### src/rtl/canny_pkg.sv
// Shared types and defaults for the Canny pipeline stages.
package canny_pkg;

  localparam int unsigned PIX_W = 3;
  localparam int unsigned IMG_W = 320;
  localparam int unsigned IMG_H = 240;

  // Element (r,c) sits at flat index 3*r+c; r=0 is the top row, c=0 the oldest column.
  typedef logic [2:0][2:0][PIX_W-1:0] win_t;

  function automatic int win_idx(int r, int c);
    return 3 * r + c;
  endfunction

endpackage

### src/rtl/window_3x3_gen_if.sv
// Tap input / window output bundle between the line buffer, window generator and Sobel stage.
interface window_3x3_gen_if
  import canny_pkg::*;
#(
  parameter int unsigned WIDTH  = IMG_W,
  parameter int unsigned HEIGHT = IMG_H,
  parameter int unsigned PW     = PIX_W
);
  localparam int unsigned XW = $clog2(WIDTH);
  localparam int unsigned YW = $clog2(HEIGHT);

  logic            ld;
  logic [PW-1:0]   tap_top;
  logic [PW-1:0]   tap_mid;
  logic [PW-1:0]   tap_bot;
  logic [9*PW-1:0] win;
  logic            win_valid;
  logic [XW-1:0]   out_x;
  logic [YW-1:0]   out_y;
  logic            frame_done;

  modport master (
    output ld, tap_top, tap_mid, tap_bot,
    input  win, win_valid, out_x, out_y, frame_done
  );

  modport slave (
    input  ld, tap_top, tap_mid, tap_bot,
    output win, win_valid, out_x, out_y, frame_done
  );

endinterface

### src/rtl/raster_counter.sv
// Raster-order x/y position counter with line-wrap and frame-wrap flags.
module raster_counter
  import canny_pkg::*;
#(
  parameter int unsigned W = IMG_W,
  parameter int unsigned H = IMG_H
) (
  input  logic                 clk,
  input  logic                 rst,
  input  logic                 en_i,
  output logic [$clog2(W)-1:0] x_o,
  output logic [$clog2(H)-1:0] y_o,
  output logic                 line_wrap_o,
  output logic                 frame_wrap_o
);

  localparam int unsigned XW = $clog2(W);
  localparam int unsigned YW = $clog2(H);

  logic [XW-1:0] x_q, x_d;
  logic [YW-1:0] y_q, y_d;

  // Flags are qualified by en_i so they mark the cycle in which the wrap happens.
  always_comb begin
    line_wrap_o  = en_i && (x_q == XW'(W - 1));
    frame_wrap_o = line_wrap_o && (y_q == YW'(H - 1));
    x_d = x_q;
    y_d = y_q;
    if (en_i) begin
      if (line_wrap_o) begin
        x_d = '0;
        y_d = frame_wrap_o ? '0 : y_q + 1'b1;
      end else begin
        x_d = x_q + 1'b1;
      end
    end
  end

  always_ff @(posedge clk) begin
    if (rst) begin
      x_q <= '0;
      y_q <= '0;
    end else begin
      x_q <= x_d;
      y_q <= y_d;
    end
  end

  assign x_o = x_q;
  assign y_o = y_q;

endmodule

### src/rtl/window_3x3_gen.sv
// Assembles a 3x3 neighbourhood from line-buffer taps; one window per interior pixel.
module window_3x3_gen
  import canny_pkg::*;
#(
  parameter int unsigned WIDTH  = IMG_W,
  parameter int unsigned HEIGHT = IMG_H,
  parameter int unsigned PW     = PIX_W
) (
  input  logic            clk,
  input  logic            rst,
  window_3x3_gen_if.slave io
);

  localparam int unsigned XW = $clog2(WIDTH);
  localparam int unsigned YW = $clog2(HEIGHT);

  localparam logic [0:0] StPrime  = 1'b0;
  localparam logic [0:0] StStream = 1'b1;

  logic                 tap_vld_q;
  logic [0:0]           state_q, state_d;
  logic [2:0][PW-1:0]   taps;
  logic [2:0][PW-1:0]   col0_q, col0_d, col1_q, col1_d;
  logic [XW-1:0]        x;
  logic [YW-1:0]        y;
  logic                 line_wrap, frame_wrap;
  logic                 emit;
  logic [9*PW-1:0]      win_new;
  logic [9*PW-1:0]      win_q, win_d;
  logic                 win_valid_q, win_valid_d;
  logic [XW-1:0]        out_x_q, out_x_d;
  logic [YW-1:0]        out_y_q, out_y_d;
  logic                 frame_done_q, frame_done_d;

  raster_counter #(
    .W (WIDTH),
    .H (HEIGHT)
  ) u_raster (
    .clk          (clk),
    .rst          (rst),
    .en_i         (tap_vld_q),
    .x_o          (x),
    .y_o          (y),
    .line_wrap_o  (line_wrap),
    .frame_wrap_o (frame_wrap)
  );

  assign taps[0] = io.tap_top;
  assign taps[1] = io.tap_mid;
  assign taps[2] = io.tap_bot;

  always_comb begin
    state_d = state_q;
    case (state_q)
      StPrime:  if (line_wrap && (y == YW'(1))) state_d = StStream;
      StStream: if (frame_wrap) state_d = StPrime;
      default:  state_d = StPrime;
    endcase
  end

  // The oldest column of the window is col1_q: it becomes col2 on this same shift.
  always_comb begin
    win_new = '0;
    for (int r = 0; r < 3; r++) begin
      win_new[PW*win_idx(r, 0) +: PW] = col1_q[r];
      win_new[PW*win_idx(r, 1) +: PW] = col0_q[r];
      win_new[PW*win_idx(r, 2) +: PW] = taps[r];
    end
  end

  always_comb begin
    col0_d = col0_q;
    col1_d = col1_q;
    if (tap_vld_q) begin
      col1_d = col0_q;
      col0_d = taps;
    end
    // x<2 would pull columns from the previous line, so those windows are dropped.
    emit         = tap_vld_q && (state_q == StStream) && (x >= XW'(2));
    win_d        = emit ? win_new : win_q;
    out_x_d      = emit ? x - 1'b1 : out_x_q;
    out_y_d      = emit ? y - 1'b1 : out_y_q;
    win_valid_d  = emit;
    frame_done_d = emit && frame_wrap;
  end

  always_ff @(posedge clk) begin
    if (rst) begin
      tap_vld_q    <= 1'b0;
      state_q      <= StPrime;
      col0_q       <= '0;
      col1_q       <= '0;
      win_q        <= '0;
      win_valid_q  <= 1'b0;
      out_x_q      <= '0;
      out_y_q      <= '0;
      frame_done_q <= 1'b0;
    end else begin
      tap_vld_q    <= io.ld;
      state_q      <= state_d;
      col0_q       <= col0_d;
      col1_q       <= col1_d;
      win_q        <= win_d;
      win_valid_q  <= win_valid_d;
      out_x_q      <= out_x_d;
      out_y_q      <= out_y_d;
      frame_done_q <= frame_done_d;
    end
  end

  assign io.win        = win_q;
  assign io.win_valid  = win_valid_q;
  assign io.out_x      = out_x_q;
  assign io.out_y      = out_y_q;
  assign io.frame_done = frame_done_q;

endmodule

### src/flat_wrapper.sv
// flat-port wrapper written by rule: the top's interface ports become plain ports
module window_3x3_gen_flat import canny_pkg::*;
#(
  parameter int unsigned WIDTH  = IMG_W,
  parameter int unsigned HEIGHT = IMG_H,
  parameter int unsigned PW     = PIX_W
)
  (clk, rst, io_ld, io_tap_top, io_tap_mid, io_tap_bot, io_win, io_win_valid, io_out_x, io_out_y, io_frame_done);
  window_3x3_gen_if #(.WIDTH(WIDTH), .HEIGHT(HEIGHT), .PW(PW)) io_i ();
  input  logic clk;
  input  logic rst;
  input wire logic [$bits(io_i.ld)-1:0] io_ld;
  input wire logic [$bits(io_i.tap_top)-1:0] io_tap_top;
  input wire logic [$bits(io_i.tap_mid)-1:0] io_tap_mid;
  input wire logic [$bits(io_i.tap_bot)-1:0] io_tap_bot;
  output wire logic [$bits(io_i.win)-1:0] io_win;
  output wire logic [$bits(io_i.win_valid)-1:0] io_win_valid;
  output wire logic [$bits(io_i.out_x)-1:0] io_out_x;
  output wire logic [$bits(io_i.out_y)-1:0] io_out_y;
  output wire logic [$bits(io_i.frame_done)-1:0] io_frame_done;
  assign io_i.ld = io_ld;
  assign io_i.tap_top = io_tap_top;
  assign io_i.tap_mid = io_tap_mid;
  assign io_i.tap_bot = io_tap_bot;
  assign io_win = io_i.win;
  assign io_win_valid = io_i.win_valid;
  assign io_out_x = io_i.out_x;
  assign io_out_y = io_i.out_y;
  assign io_frame_done = io_i.frame_done;
  window_3x3_gen #(.WIDTH(WIDTH), .HEIGHT(HEIGHT), .PW(PW)) u_core (.clk(clk), .rst(rst), .io(io_i));
endmodule
### config.mk
export PLATFORM = sky130hd
export DESIGN_NAME = window_3x3_gen_flat
export DESIGN_NICKNAME = d
export VERILOG_FILES = /design/src/rtl/canny_pkg.sv /design/src/rtl/window_3x3_gen_if.sv /design/src/rtl/raster_counter.sv /design/src/rtl/window_3x3_gen.sv /design/src/flat_wrapper.sv
export SDC_FILE = /design/constraint.sdc
export NUM_CORES = 1
export LEC_CHECK = 0
export CAP_MARGIN = 20
export CORE_ASPECT_RATIO = 2
export CORE_MARGIN = 2
export CORE_UTILIZATION = 60
export DETAILED_ROUTE_END_ITERATION = 10
export DONT_BUFFER_PORTS = 1
export PLACE_DENSITY = 0.76
export SLEW_MARGIN = 20
export SYNTH_ARGS = -nofsm -noshare
export SYNTH_HDL_FRONTEND = slang
export SYNTH_SLANG_ARGS = --single-unit
### constraint.sdc
create_clock -name clk -period 2.2 [get_ports clk]
set_input_delay 0 -clock clk [delete_from_list [all_inputs] [get_ports clk]]
set_output_delay 0 -clock clk [all_outputs]
set_load 0.01 [all_outputs]
Yosys cells after proc, flatten, opt, wreduce, memory -nomap -nowiden. Index checks and enable logic that the tools add are counted.

Shift-type cells: 0. $add $sub $neg: 4. Eq/ne operators: 3. Reduce and logical (&&, ||, !) cells: 7. Bitwise gates (word level): 1. Div/mod/pow operators: 0. Multipliers: 0. Mux-type cells: 5. Order comparisons: 1.

Operators by type and width (number): $add A9 B1 Y9 const B (1); $eq A9 B9 Y1 const B (1); $ge A9 B2 Y1 const B (1); $mux W9 (1); $sub A9 B1 Y9 const B (1); $add A8 B1 Y8 const B (1); $eq A8 B1 Y1 const B (1); $eq A8 B8 Y1 const B (1); $mux W8 (1); $sub A8 B1 Y8 const B (1); $logic_and A1 B1 Y1 (6); $mux W1 (2); $pmux W1 S2 (1); $reduce_and A2 Y1 (1); $not A1 Y1 (1).

Latch bits: 0. Memory bits (read-only): 0. Output and inout port bits: 46. Memories: 0. Bits in registers: 83. RAM bits: 0.

Longest topological paths before layout. Gate-level depths: netlist (run 1).

Depth in word-level cells: 5. Depth in mapped cells: 8.

Modules after synthesis. From an unflattened synthesis (run 1), not the netlist that was laid out.

Cell total of the unflattened synthesis: 378. Area, all modules: 3374.5 um^2.

By module, submodules not included: window_3x3_gen (area an instance 2558.7 um^2, instances 1, cells an instance 284); raster_counter (area an instance 815.8 um^2, instances 1, cells an instance 94).

Worst setup path after synthesis (run 1). No wires, ideal clock.

Path kind: reg2reg. Start: reg u_core.u_raster.y_q[0], in the netlist u_core.u_raster.y_o[0]. End: reg u_core.state_q. Period minus slack after synthesis: 1.730 ns. Path slack: 0.470 ns. Stages on the path, launching flop included: 6. Arrival: 1.601 ns. Library setup time: 0.129 ns. Cell sequence: dfxtp_1 > ha_1 > nand3_1 > or4b_4 > o21bai_2 > mux2i_1.

Longest elaborated chain between the ends: 4. Elaborated cells between the ends (all ways): 7. Those cells by class: eq/ne (2); mux (3); reduce/logical (2).

Ends and longest elaborated chain: start, declared (line raster_counter.sv:21) `logic [YW-1:0] y_q, y_d;`; start signal, assigned (line raster_counter.sv:45) `y_q <= y_d;`; $eq A8 B8 Y1 / $eq A8 B1 Y1 (equally long branches) (line raster_counter.sv:26, window_3x3_gen.sv:55); $logic_and A1 B1 Y1 (on tied branches) (line raster_counter.sv:26, window_3x3_gen.sv:55); $mux W1 (on tied branches) (line window_3x3_gen.sv:56, window_3x3_gen.sv:55); $pmux W1 S2 * (line window_3x3_gen.sv:54) `case (state_q)`; end signal, assigned (line window_3x3_gen.sv:90) `state_q <= StPrime;`; end signal, assigned (line window_3x3_gen.sv:100) `state_q <= state_d;`; end, declared (line window_3x3_gen.sv:21) `logic [0:0] state_q, state_d;`.

Mark *: on every way between the ends. The rest lies on a longest branch, timed or not. A chain may end at the register's enable or synchronous reset.

Worst setup path in the final report (run 1).
Start: reg u_core.u_raster.x_q[0], in the netlist u_core.u_raster.x_o[0]. End: reg u_core.out_x_q[4], in the netlist u_core.io.out_x[4].

Longest elaborated chain between the ends: 2. Elaborated cells between the ends (all ways): 3. Those cells by class: add/sub (1); order compare (1); reduce/logical (1).

Ends and longest elaborated chain: start, declared (line raster_counter.sv:20) `logic [XW-1:0] x_q, x_d;`; start signal, assigned (line raster_counter.sv:41) `x_q <= '0;`; start signal, assigned (line raster_counter.sv:44) `x_q <= x_d;`; $ge A9 B2 Y1 (line window_3x3_gen.sv:79) `emit = tap_vld_q && (state_q == StStream) && (x >= XW'(2));`; $logic_and A1 B1 Y1 (line window_3x3_gen.sv:79); end signal, assigned (line window_3x3_gen.sv:105) `out_x_q <= out_x_d;`; end, declared (line window_3x3_gen.sv:31) `logic [XW-1:0] out_x_q, out_x_d;`.

Parallel ways exist; a longest one is shown, timed or not.

==> reports/qor.txt, run 1 <==
wire length of the first global-routing pass -> 12150 um
Row Count -> 40
arrival time of the worst setup path -> 2.18 ns
GRT Residual Overflow -> 0
highest ir drop seen on vdd -> 579.9 uV
unique cell type count in the Yosys netlist -> 42
end point of the most critical hold path -> u_core.io.out_y[0]$_SDFFE_PP0P_
Min-Delay Startpoint -> rst
category of cells accounting for the largest share of critical-path delay -> simple AND/OR/NAND/NOR gates
static leakage power -> 1.398 nW
area of the multi-input gates -> 1797 um2
async set-or-reset flop fraction in the synthesized netlist -> 0%
placed wire-length estimate after detailed placement -> 5099 um
average cell area after synthesis -> 9.328 um2
library cell used as clock root buffer -> sky130_fd_sc_hd__clkbuf_16
utilization after layout -> 67.67%
CTS H-tree depth -> 3
Sequential Area -> 1662 um2
number of global-route vias before repair -> 2605
time the final worst path needs with I/O delays and setup -> 1.984 ns
number of antenna violations at the first check in global routing -> 0
gate count after technology mapping -> 391
fraction of final layout cells sized beyond drive strength 1 -> 17.39%
number of inserted filler cells in the final layout -> 484
power density cells -> 776.7 nW/um2
source-to-sink clock delay at the later pin of the worst-skew pair -> 0.33 ns
part of the cycle the worst path needs -> 90.18%
launching element type of the critical path -> register
detailed-routing iteration count for the pre-antenna-repair pass -> 4
violation count after the first detailed-route iteration -> 132
Setup Crit Path Kind -> register to register
final hold violations -> 0
via density per instance -> 5.857
number of warnings printed during yosys synthesis -> 0
share of the yosys chip area belonging to registers -> 45.56%
FF+latch count, synth -> 83
worst-case clock buffer depth -> 2
post-detailed-route DRC marker count -> 0
Reg-to-Reg Start -> u_core.u_raster.x_o[0]$_SDFFE_PP0P_
achievable clock frequency -> 0.5040 GHz
Starting Density -> 61.24%
total via count in the routed design -> 2659
endpoint of the worst-slack reg-to-reg timing path -> u_core.io.out_x[4]$_SDFFE_PP0P_
setup repair after global routing missed its margin -> no
final setup violation count -> 0
horizontal die dimension -> 59.13 um
area added between synthesis and finish -> 10.50%
Required @ worst endpoint -> 2.40 ns
Pins Over Slew Limit -> 0
Gates resized, CTS repair -> 0
CP max stage cell -> sky130_fd_sc_hd__dfxtp_1
pin count of the biggest net entering global routing -> 80
total I/O pin count -> 58
Rel. slew slack -> 67.60%
R2R setup slack -> 0.22 ns
placeable core region -> 5956 um2
largest fanout on the critical path -> 43
number of cells on the worst hold path -> 2
largest stage delay on the critical path -> 0.46 ns
Syn Nets -> 409
clock input transition at the sequential cells of the worst setup and hold paths -> 0.06 ns
Buffers & Inverters on Critical Path -> 2
post-route setup slack -> 0.2161 ns
aggregate global-route resource usage -> 23.90%
result of the run -> completed
sort of element at the end of the critical path -> register
mapped cell area -> 3647 um2
path class of the lowest-slack min-delay path -> input pin to register
vertical extent of the die -> 114.3 um
transition at the pin with the smallest max-transition slack -> 0.4815 ns
count of antenna-violating nets left after detailed routing -> 0
most frequently used flop master after synthesis -> sky130_fd_sc_hd__dfxtp_1
setup clock skew after layout -> 0.003471 ns
number of enable flip-flop cells after synthesis -> 0
Wirelength per Cell -> 16.41 um
antenna diode count -> 0
CTS tree -> yes
clock sinks -> 83
sequence of cells on the critical path -> inv_1 -> ha_1 -> nor3_1 -> a31oi_4 -> buf_4 -> nor2_1 -> a211oi_2
hold_ws -> 0.06394 ns
max-cap violations -> 0
Final Routed Wirelength -> 7452 um
number of CTS-inserted buffers -> 9
final estimated routing congestion in global placement -> 0.8485
die area -> 6756 um2
pre-CTS setup slack -> 0.2446 ns
Fin Setup TNS -> 0 ns
number of cells on the worst reg-to-reg path -> 7
count of buffers inserted at the top-level ports -> 0
net total in the final layout -> 404
[cells in the mapped netlist, types with 2 or more instances]
library cell	n	area share, %
sky130_fd_sc_hd__buf_2	16	2.2
sky130_fd_sc_hd__nor4_1	6	1.0
sky130_fd_sc_hd__a21oi_1	23	3.2
sky130_fd_sc_hd__nand3_1	9	1.2
sky130_fd_sc_hd__nor4_4	2	1.2
sky130_fd_sc_hd__a211oi_2	14	4.8
sky130_fd_sc_hd__nand4_1	4	0.69
sky130_fd_sc_hd__nor2b_1	2	0.34
sky130_fd_sc_hd__o21ai_0	2	0.27
sky130_fd_sc_hd__and3_1	2	0.34
sky130_fd_sc_hd__nand2b_1	4	0.69
sky130_fd_sc_hd__nand3_4	2	0.96
sky130_fd_sc_hd__nand2_1	56	5.8
sky130_fd_sc_hd__dfxtp_1	83	46
sky130_fd_sc_hd__nor2_1	52	5.4
sky130_fd_sc_hd__mux2i_1	20	5.5
sky130_fd_sc_hd__o31ai_1	2	0.41
sky130_fd_sc_hd__clkbuf_1	10	1.0
sky130_fd_sc_hd__xnor2_1	13	3.1
sky130_fd_sc_hd__nor3_1	7	0.96
sky130_fd_sc_hd__buf_6	2	0.62
sky130_fd_sc_hd__xor2_1	9	2.2
sky130_fd_sc_hd__or4_1	2	0.41
sky130_fd_sc_hd__buf_4	2	0.41
sky130_fd_sc_hd__ha_1	6	2.1
sky130_fd_sc_hd__inv_1	5	0.51
sky130_fd_sc_hd__nor4_2	2	0.69
sky130_fd_sc_hd__nand2_2	10	1.7
sky130_fd_sc_hd__a21oi_2	10	2.4
sky130_fd_sc_hd__a311oi_2	2	0.82
[layout make-up]
cell class,count,share of cell area (%)
inverters,5,0.4657
clock buffers,12,6.116
clock inverters,4,1.242
multi-input cells,271,44.58
well taps,63,1.956
repair buffers,16,4.409
flip-flops and latches,83,41.23
[sequential cells by signal, summed over array words and instances, names as in the netlist]
register	flops
u_core.u_raster.y_o	8
u_core.u_raster.x_o	9
u_core.io.frame_done	1
u_core.col1_q	9
u_core.io.win	27
u_core.io.out_x	9
u_core.tap_vld_q	1
u_core.col0_q	9
u_core.io.out_y	8
u_core.state_q	1
u_core.io.win_valid	1
[routing by layer]
metal  vias up  routed length (um)  part of all wire [%]  track usage (%)
met4         0                 364                   4.9            18.64
met3        29                 302                   4.1            6.102
met5         -                   0                     0                0
met1      1250                2723                    37            24.66
li1       1309                   -                     -                -
met2        71                4060                    54            39.48
[repair_timing]
action / CTS / global route
hold buffers: 11 / 0
endpoints found under the hold margin: 83 / 0
buffers inserted: 0 / 0
[cell usage in the layout, fill, tap and decap left out, drive strengths merged, types with 11 or more instances in the layout]
cell type,count
mux2i,20
xnor2,13
dfxtp,83
nor2,52
nand2,66
a211oi,15
nand3,11
a21oi,33
clkbuf,12
[logic make-up after synthesis]
| group | share of synthesized area, % |
|---|---|
| and+or+nand+nor | 23.22 |
| DFF | 45.56 |
| AOI/OAI and AO/OA | 12.97 |
| buffers and inverters | 5.420 |
| xor gates and xnor gates | 5.283 |
| muxes | 5.489 |
| adders and majority gates | 2.058 |
[metrics by stage]
step	power [mW]	instances	cell area, um2
6_report	3.130	454	4030
5_1_grt	3.244	454	4030
4_1_cts	3.172	454	4030
3_5_place_dp	1.632	427	3606
3_3_place_gp	1.630	427	3606
2_1_floorplan	1.641	391	3647
[power by group]
part	total, mW	internal (mW)	leakage (nW)	switching, mW
combinational	0.116	0.0484	0.589	0.0677
clock	1.48	0.908	0.139	0.575
sequential	1.53	1.52	0.670	0.0133
total	3.13	2.47	1.40	0.657
[worst register-to-register path, delay by kind of cell (launching register included)]
kind	cells	cell delay, ns
flops	1	0.46
buf+inv	2	0.43
simple gates	2	0.55
compound gates	2	0.19
fa+ha+maj	1	0.21
[worst max-delay path by stage]
stage,slack [ns],startpoint,to,depth (start not counted)
floorplan,0.47,u_core.u_raster.y_o[0]$_SDFFE_PP0P_,u_core.state_q$_SDFF_PP0_,5
finish,0.22,u_core.u_raster.x_o[0]$_SDFFE_PP0P_,u_core.io.out_x[4]$_SDFFE_PP0P_,7
detailed placement,0.24,u_core.u_raster.x_o[0]$_SDFFE_PP0P_,u_core.io.out_x[4]$_SDFFE_PP0P_,7
global placement,0.33,u_core.u_raster.y_o[1]$_SDFFE_PP0P_,u_core.state_q$_SDFF_PP0_,5
CTS,0.23,u_core.u_raster.x_o[0]$_SDFFE_PP0P_,u_core.io.out_x[4]$_SDFFE_PP0P_,7
global route,0.02,u_core.u_raster.x_o[0]$_SDFFE_PP0P_,u_core.io.out_x[4]$_SDFFE_PP0P_,7
No activity file was read; power rests on OpenSTA's default activity.
==> run 2: changes to the inputs <==
- ABC_AREA: unset -> 1
- CORE_MARGIN: 2 -> unset
==> reports/qor.txt, run 2 <==
time the final worst path needs with I/O delays and setup -> 1.871 ns (was 1.984 ns)
Wirelength per Cell -> 13.46 um (was 16.41 um)
Rel. slew slack -> 60.41% (was 67.60%)
Starting Density -> 61.62% (was 61.24%)
Pins Over Slew Limit -> 0 (unchanged)
path class of the lowest-slack min-delay path -> input pin to register (unchanged)
Yosys top cell by area -> sky130_fd_sc_hd__dfxtp_1 (unchanged)
net switching power of the design -> 0.6903 mW (was 0.6565 mW)
Required @ worst endpoint -> 2.43 ns (was 2.40 ns)
switching part of the total -> 22.30% (was 20.97%)
hold_ws -> 0.1807 ns (was 0.06394 ns)
gate count after technology mapping -> 547 (was 391)
wire length of the first global-routing pass -> 13630 um (was 12150 um)
source-to-sink clock delay at the later pin of the worst-skew pair -> 0.34 ns (was 0.33 ns)
fraction of final layout cells sized beyond drive strength 1 -> 6.897% (was 17.39%)
cell with the most instances after synthesis -> sky130_fd_sc_hd__nand2_1 (was sky130_fd_sc_hd__dfxtp_1)
horizontal die dimension -> 58.69 um (was 59.13 um)
unique cell type count in the Yosys netlist -> 28 (was 42)
result of the run -> completed (unchanged)
area of all placed cells without fillers -> 4267 um2 (was 4030 um2)
final estimated routing congestion in global placement -> 0.9191 (was 0.8485)
mapped cell area -> 3856 um2 (was 3647 um2)
most frequently used flop master after synthesis -> sky130_fd_sc_hd__dfxtp_1 (unchanged)
internal power summed over all cells -> 2.405 mW (was 2.474 mW)
final setup violation count -> 0 (unchanged)
library cell used as clock root buffer -> sky130_fd_sc_hd__clkbuf_16 (unchanged)
flip-flop count of the largest register, all copies and words added -> 27 (unchanged)
most instantiated cells after synthesis -> 119 x sky130_fd_sc_hd__nand2_1, 108 x sky130_fd_sc_hd__nor2_1, 83 x sky130_fd_sc_hd__dfxtp_1 (was 83 x sky130_fd_sc_hd__dfxtp_1, 56 x sky130_fd_sc_hd__nand2_1, 52 x sky130_fd_sc_hd__nor2_1)
utilization after layout -> 68.17% (was 67.67%)
arrival time of the worst setup path -> 2.10 ns (was 2.18 ns)
power density cells -> 725.5 nW/um2 (was 776.7 nW/um2)
number of antenna violations at the first check in global routing -> 0 (unchanged)
violation count after the first detailed-route iteration -> 189 (was 132)
GRT Residual Overflow -> 0 (unchanged)
setup repair after global routing missed its margin -> no (unchanged)
number of enable flip-flop cells after synthesis -> 0 (unchanged)
part of the cycle the worst path needs -> 85.05% (was 90.18%)
clock sinks -> 83 (unchanged)
placeable core region -> 6259 um2 (was 5956 um2)
setup bufs post-CTS -> 0 (unchanged)
CTS tree -> yes (unchanged)
routed length on met3 -> 354 um (was 302 um)
final hold violations -> 0 (unchanged)
post-detailed-route DRC marker count -> 0 (unchanged)
sort of element at the end of the critical path -> register (unchanged)
count of buffers inserted at the top-level ports -> 0 (unchanged)
Clock Power Share -> 44.3% (was 47.4%)
largest fanout on the critical path -> 32 (was 43)
number of warnings printed during yosys synthesis -> 0 (unchanged)
async set-or-reset flop fraction in the synthesized netlist -> 0% (unchanged)
post-synth top area share -> 43.09% (was 45.56%)
die area -> 6771 um2 (was 6756 um2)
Fin Setup TNS -> 0 ns (unchanged)
net total in the final layout -> 566 (was 404)
top area cells in the synthesized netlist -> sky130_fd_sc_hd__dfxtp_1 43%, sky130_fd_sc_hd__nand2_1 12%, sky130_fd_sc_hd__nor2_1 11% (was sky130_fd_sc_hd__dfxtp_1 46%, sky130_fd_sc_hd__nand2_1 5.8%, sky130_fd_sc_hd__mux2i_1 5.5%)
placed wire-length estimate after detailed placement -> 5887 um (was 5099 um)
total via count in the routed design -> 3389 (was 2659)
CTS H-tree depth -> 3 (unchanged)
antenna diode count -> 0 (unchanged)
wire length on met2 -> 4668 um (was 4060 um)
achievable clock frequency -> 0.5344 GHz (was 0.5040 GHz)
met1 routed wirelength after detailed routing -> 3346 um (was 2723 um)
detailed-routing iteration count for the pre-antenna-repair pass -> 4 (unchanged)
total I/O pin count -> 58 (unchanged)
number of global-route vias before repair -> 3073 (was 2605)
most common library cell in the layout ignoring fill and taps -> sky130_fd_sc_hd__nand2_1 (was sky130_fd_sc_hd__dfxtp_1)
Final Routed Wirelength -> 8574 um (was 7452 um)
share of the yosys chip area belonging to registers -> 43.09% (was 45.56%)
max-cap violations -> 0 (unchanged)
pin count of the biggest net entering global routing -> 33 (was 80)
count of antenna-violating nets left after detailed routing -> 0 (unchanged)
clock input transition at the sequential cells of the worst setup and hold paths -> 0.06 ns (about the same)
Syn Nets -> 565 (was 409)
highest ir drop seen on vdd -> 561.8 uV (was 579.9 uV)
setup clock skew after layout -> 0.003430 ns (was 0.003471 ns)
static leakage power -> 1.853 nW (was 1.398 nW)
area added between synthesis and finish -> 10.64% (was 10.50%)
launching element type of the critical path -> register (unchanged)
top layer in use -> met4 (unchanged)
vertical extent of the die -> 115.4 um (was 114.3 um)
aggregate global-route resource usage -> 26.82% (was 23.90%)
transition at the pin with the smallest max-transition slack -> 0.5902 ns (was 0.4815 ns)
proportion of power drawn by flip-flops and latches -> 49.8% (was 48.9%)
total cell area at the placement stage -> 3887 um2 (was 3606 um2)
via density per instance -> 5.320 (was 5.857)
number of CTS-inserted buffers -> 9 (unchanged)
Setup Crit Path Kind -> register to register (unchanged)
leading cell types in the layout, fill and taps excluded -> 119 x sky130_fd_sc_hd__nand2_1, 108 x sky130_fd_sc_hd__nor2_1, 83 x sky130_fd_sc_hd__dfxtp_1 (was 83 x sky130_fd_sc_hd__dfxtp_1, 56 x sky130_fd_sc_hd__nand2_1, 52 x sky130_fd_sc_hd__nor2_1)
FF+latch count, synth -> 83 (unchanged)
worst-case clock buffer depth -> 2 (unchanged)
Row Count -> 41 (was 40)
part of the power in combinational logic -> 5.9% (was 3.7%)
average cell area after synthesis -> 7.050 um2 (was 9.328 um2)
-- run 2: cell types whose count changed in the layout (fill, tap and decap cells not counted), sizes merged, moves of 6 or more --
cell / delta
a211oi: -15
a21oi: +16
inv: +29
mux2i: -20
nand2: +58
nand3: +26
nand3b: +26
nor2: +62
nor4: -10
o21ai: +21
xnor2: -11
xor2: -6
-- run 2: cell type report --
| cell class | count | area [um2] |
|---|---|---|
| multi-input cells | 399 | 1894 |
| clock buffers | 12 | 256.5 |
| clock inverters | 2 | 12.51 |
| inverters | 35 | 131.4 |
| fillers | 568 | 1992 |
| flip-flops and latches | 83 | 1662 |
| repair buffers | 20 | 202.7 |
| well taps | 86 | 107.6 |
-- run 2: worst paths after layout --
check                                                       end  cells past startpoint                           startpoint  slack [ns]
worst max-delay path             u_core.io.win[24]$_SDFFE_PP0P_                     10  u_core.u_raster.x_o[0]$_SDFFE_PP0P_        0.33
worst min-delay path            u_core.io.out_x[2]$_SDFFE_PP0P_                      3                                  rst        0.18
worst max register to register   u_core.io.win[24]$_SDFFE_PP0P_                     10  u_core.u_raster.x_o[0]$_SDFFE_PP0P_        0.33
worst min register to register    u_core.col1_q[2]$_SDFFE_PP0P_                      2        u_core.col1_q[2]$_SDFFE_PP0P_        0.48
-- run 2: logic make-up after synthesis --
kind of cell               after synthesis  synth area share, %
and+or+nand+nor                        314                36.34
AOI/OAI and AO/OA                       74                9.702
adders and majority gates                6                1.947
xor gates and xnor gates                 5                1.136
buffers and inverters                   65                7.787
DFF                                     83                43.09
-- run 2: repair_timing --
| item | CTS | global route |
|---|---|---|
| hold buffers | 11 | 0 |
| endpoints found under the hold margin | 30 | 0 |
| resized for setup | 0 | 0 |
-- run 2: layer usage --
layer | vias up | track usage, %
met4 | 0 | 12.38
met1 | 1546 | 28.03
met3 | 15 | 6.187
met5 | - | 0
li1 | 1751 | -
met2 | 77 | 49.12
-- run 2: through the flow --
step	worst slack, ns	instances	total power, mW
finish	0.3288	637	3.095
global route	0.1293	637	3.201
CTS	0.3485	637	3.117
detailed placement	0.3577	612	1.735
global placement	0.3739	612	1.730
floorplan	0.7823	547	1.710
-- run 2: worst max-delay path, cell delays in order, from the launching register on --
cell                       delay (ns)
sky130_fd_sc_hd__dfxtp_1         0.34
sky130_fd_sc_hd__inv_1           0.17
sky130_fd_sc_hd__ha_1            0.19
sky130_fd_sc_hd__nand2_1         0.05
sky130_fd_sc_hd__nor2_1          0.10
sky130_fd_sc_hd__nand2_1         0.10
sky130_fd_sc_hd__nand2_4         0.30
sky130_fd_sc_hd__buf_4           0.29
sky130_fd_sc_hd__nand3b_1        0.10
sky130_fd_sc_hd__nand2_1         0.08
sky130_fd_sc_hd__nor2_1          0.04
-- run 2: power by group through the flow --
stage | Clock [mW] | Sequential (mW) | Combinational (mW)
global route | 1.45 | 1.54 | 0.204
finish | 1.37 | 1.54 | 0.182
detailed placement | 0 | 1.57 | 0.160
floorplan | 0 | 1.57 | 0.140
global placement | 0 | 1.57 | 0.157
CTS | 1.39 | 1.54 | 0.181
==> run 3: changes to the inputs <==
- clock period: 2.2 -> 2.25 ns (I/O delays scaled with it)
==> reports/qor.txt, run 3 (same netlist as run 2, synthesis figures left out) <==
source-to-sink clock delay at the later pin of the worst-skew pair -> 0.34 ns (about the same)
launching element type of the critical path -> register (unchanged)
library cell used as clock root buffer -> sky130_fd_sc_hd__clkbuf_16 (unchanged)
final setup violation count -> 0 (unchanged)
wire length of the first global-routing pass -> 13610 um (was 13630 um)
Row Count -> 41 (unchanged)
Reg-to-Reg Start -> u_core.u_raster.x_o[0]$_SDFFE_PP0P_ (unchanged)
violation count after the first detailed-route iteration -> 181 (was 189)
final estimated routing congestion in global placement -> 0.9452 (was 0.9191)
largest fanout on the critical path -> 38 (was 32)
antenna diode count -> 0 (unchanged)
worst-case clock buffer depth -> 2 (unchanged)
achievable clock frequency -> 0.5354 GHz (was 0.5344 GHz)
leading cell types in the layout, fill and taps excluded -> 119 x sky130_fd_sc_hd__nand2_1, 108 x sky130_fd_sc_hd__nor2_1, 83 x sky130_fd_sc_hd__dfxtp_1 (unchanged)
Min-Delay Startpoint -> rst (unchanged)
setup clock skew after layout -> 0.005197 ns (was 0.003430 ns)
placeable core region -> 6259 um2 (unchanged)
Pins Over Slew Limit -> 0 (unchanged)
part of the power in combinational logic -> 5.4% (was 5.9%)
most common library cell in the layout ignoring fill and taps -> sky130_fd_sc_hd__nand2_1 (unchanged)
endpoint of the worst-slack reg-to-reg timing path -> u_core.io.win[22]$_SDFFE_PP0P_ (was u_core.io.win[24]$_SDFFE_PP0P_)
GRT Residual Overflow -> 0 (unchanged)
net total in the final layout -> 565 (was 566)
end point of the most critical hold path -> u_core.io.out_y[2]$_SDFFE_PP0P_ (was u_core.io.out_x[2]$_SDFFE_PP0P_)
detailed-routing iteration count for the pre-antenna-repair pass -> 5 (was 4)
total I/O pin count -> 58 (unchanged)
max-cap violations -> 0 (unchanged)
number of antenna violations at the first check in global routing -> 0 (unchanged)
total via count in the routed design -> 3429 (was 3389)
number of inserted filler cells in the final layout -> 557 (was 568)
horizontal die dimension -> 58.69 um (unchanged)
total cell area at the placement stage -> 3880 um2 (was 3887 um2)
hold_ws -> 0.09881 ns (was 0.1807 ns)
Wirelength per Cell -> 13.40 um (was 13.46 um)
internal power summed over all cells -> 2.590 mW (was 2.405 mW)
flip-flop count of the largest register, all copies and words added -> 27 (unchanged)
switching part of the total -> 21.03% (was 22.30%)
setup repair after global routing missed its margin -> no (unchanged)
post-detailed-route DRC marker count -> 0 (unchanged)
Gates resized, CTS repair -> 0 (unchanged)
Clock Power Share -> 48.6% (was 44.3%)
Final Routed Wirelength -> 8551 um (was 8574 um)
sequence of cells on the critical path -> inv_1 -> ha_1 -> nand2_1 -> nor2_1 -> nand2_1 -> nand2_4 -> buf_4 -> nand3b_1 -> nand2_1 -> nor2_1 (unchanged)
transition at the pin with the smallest max-transition slack -> 0.5759 ns (was 0.5902 ns)
setup bufs post-CTS -> 0 (unchanged)
most repeated library cell on the critical path -> sky130_fd_sc_hd__nand2_1 (unchanged)
clock input transition at the sequential cells of the worst setup and hold paths -> 0.06 ns (about the same)
Setup Crit Path Kind -> register to register (unchanged)
count of buffers inserted at the top-level ports -> 0 (unchanged)
aggregate global-route resource usage -> 26.54% (was 26.82%)
number of global-route vias before repair -> 3080 (was 3073)
CTS tree -> yes (unchanged)
net switching power of the design -> 0.6898 mW (was 0.6903 mW)
utilization after layout -> 69.01% (was 68.17%)
count of antenna-violating nets left after detailed routing -> 0 (unchanged)
largest stage delay on the critical path -> 0.35 ns (was 0.34 ns)
number of CTS-inserted buffers -> 9 (unchanged)
die area -> 6771 um2 (unchanged)
arrival time of the worst setup path -> 2.10 ns (about the same)
Fin Setup TNS -> 0 ns (unchanged)
final hold violations -> 0 (unchanged)
power density cells -> 759.4 nW/um2 (was 725.5 nW/um2)
clock sinks -> 83 (unchanged)
highest ir drop seen on vdd -> 657.1 uV (was 561.8 uV)
path class of the lowest-slack min-delay path -> input pin to register (unchanged)
via density per instance -> 5.375 (was 5.320)
Required @ worst endpoint -> 2.48 ns (was 2.43 ns)
time the final worst path needs with I/O delays and setup -> 1.868 ns (was 1.871 ns)
Starting Density -> 61.62% (unchanged)
proportion of power drawn by flip-flops and latches -> 46.0% (was 49.8%)
number of cells on the worst hold path -> 4 (was 3)
sort of element at the end of the critical path -> register (unchanged)
number of cells on the worst reg-to-reg path -> 10 (unchanged)
R2R setup slack -> 0.38 ns (was 0.33 ns)
result of the run -> completed (unchanged)
fraction of final layout cells sized beyond drive strength 1 -> 7.065% (was 6.897%)
CP max stage cell -> sky130_fd_sc_hd__dfxtp_1 (unchanged)
placed wire-length estimate after detailed placement -> 5769 um (was 5887 um)
hold bufs inserted after CTS -> 11 (unchanged)
area added between synthesis and finish -> 12.01% (was 10.64%)
area of all placed cells without fillers -> 4319 um2 (was 4267 um2)
Power, Total -> 3.280 mW (was 3.095 mW)
static leakage power -> 1.876 nW (was 1.853 nW)
CTS H-tree depth -> 3 (unchanged)
pin count of the biggest net entering global routing -> 45 (was 33)
Rel. slew slack -> 61.31% (was 60.41%)
part of the cycle the worst path needs -> 83.01% (was 85.05%)
vertical extent of the die -> 115.4 um (unchanged)
[run 3: per-layer routing]
| layer | GRT usage, % | wire, um | up-vias |
|---|---|---|---|
| met1 | 27.37 | 3389 | 1569 |
| met3 | 7.987 | 390 | 19 |
| met4 | 13.49 | 261 | 0 |
| li1 | - | - | 1754 |
| met2 | 47.13 | 4509 | 87 |
| met5 | 0 | 0 | - |
[run 3: worst max path at each step]
stage,from,endpoint,slack (ns),depth (start not counted)
2_1_floorplan,u_core.u_raster.x_o[1]$_SDFFE_PP0P_,u_core.u_raster.y_o[7]$_SDFFE_PP0P_,0.83,9
3_3_place_gp,u_core.u_raster.x_o[0]$_SDFFE_PP0P_,u_core.io.win[21]$_SDFFE_PP0P_,0.47,10
3_5_place_dp,u_core.u_raster.x_o[0]$_SDFFE_PP0P_,u_core.io.win[19]$_SDFFE_PP0P_,0.41,10
4_1_cts,u_core.u_raster.x_o[0]$_SDFFE_PP0P_,u_core.io.win[19]$_SDFFE_PP0P_,0.40,10
5_1_grt,u_core.u_raster.x_o[0]$_SDFFE_PP0P_,u_core.io.win[19]$_SDFFE_PP0P_,0.22,10
6_report,u_core.u_raster.x_o[0]$_SDFFE_PP0P_,u_core.io.win[22]$_SDFFE_PP0P_,0.38,10
[run 3: critical path, delay by kind of cell (launching register included)]
kind / cells / cell delay [ns]
DFF: 1 / 0.35
adders and majority gates: 1 / 0.18
buffers and inverters: 2 / 0.44
and+or+nand+nor: 7 / 0.79
[run 3: power by group through the flow]
stage	clock network, mW	logic [mW]	registers, mW
CTS	1.62	0.178	1.51
finish	1.59	0.178	1.51
detailed placement	0	0.158	1.54
floorplan	0	0.137	1.54
global placement	0	0.155	1.54
global route	1.69	0.197	1.51
[run 3: final cells by class]
class	count	area [um2]	area share, %
multi-input cells	399	1894	43.86
well taps	86	107.6	2.491
clock inverters	4	72.57	1.680
clock buffers	12	256.5	5.939
repair buffers	19	195.2	4.519
flip-flops and latches	83	1662	38.47
inverters	35	131.4	3.042
[run 3: through the flow]
step / setup slack, ns / cells
5_1_grt: 0.2196 / 638
2_1_floorplan: 0.8323 / 547
6_report: 0.3822 / 638
3_3_place_gp: 0.4730 / 611
4_1_cts: 0.3985 / 638
3_5_place_dp: 0.4138 / 611
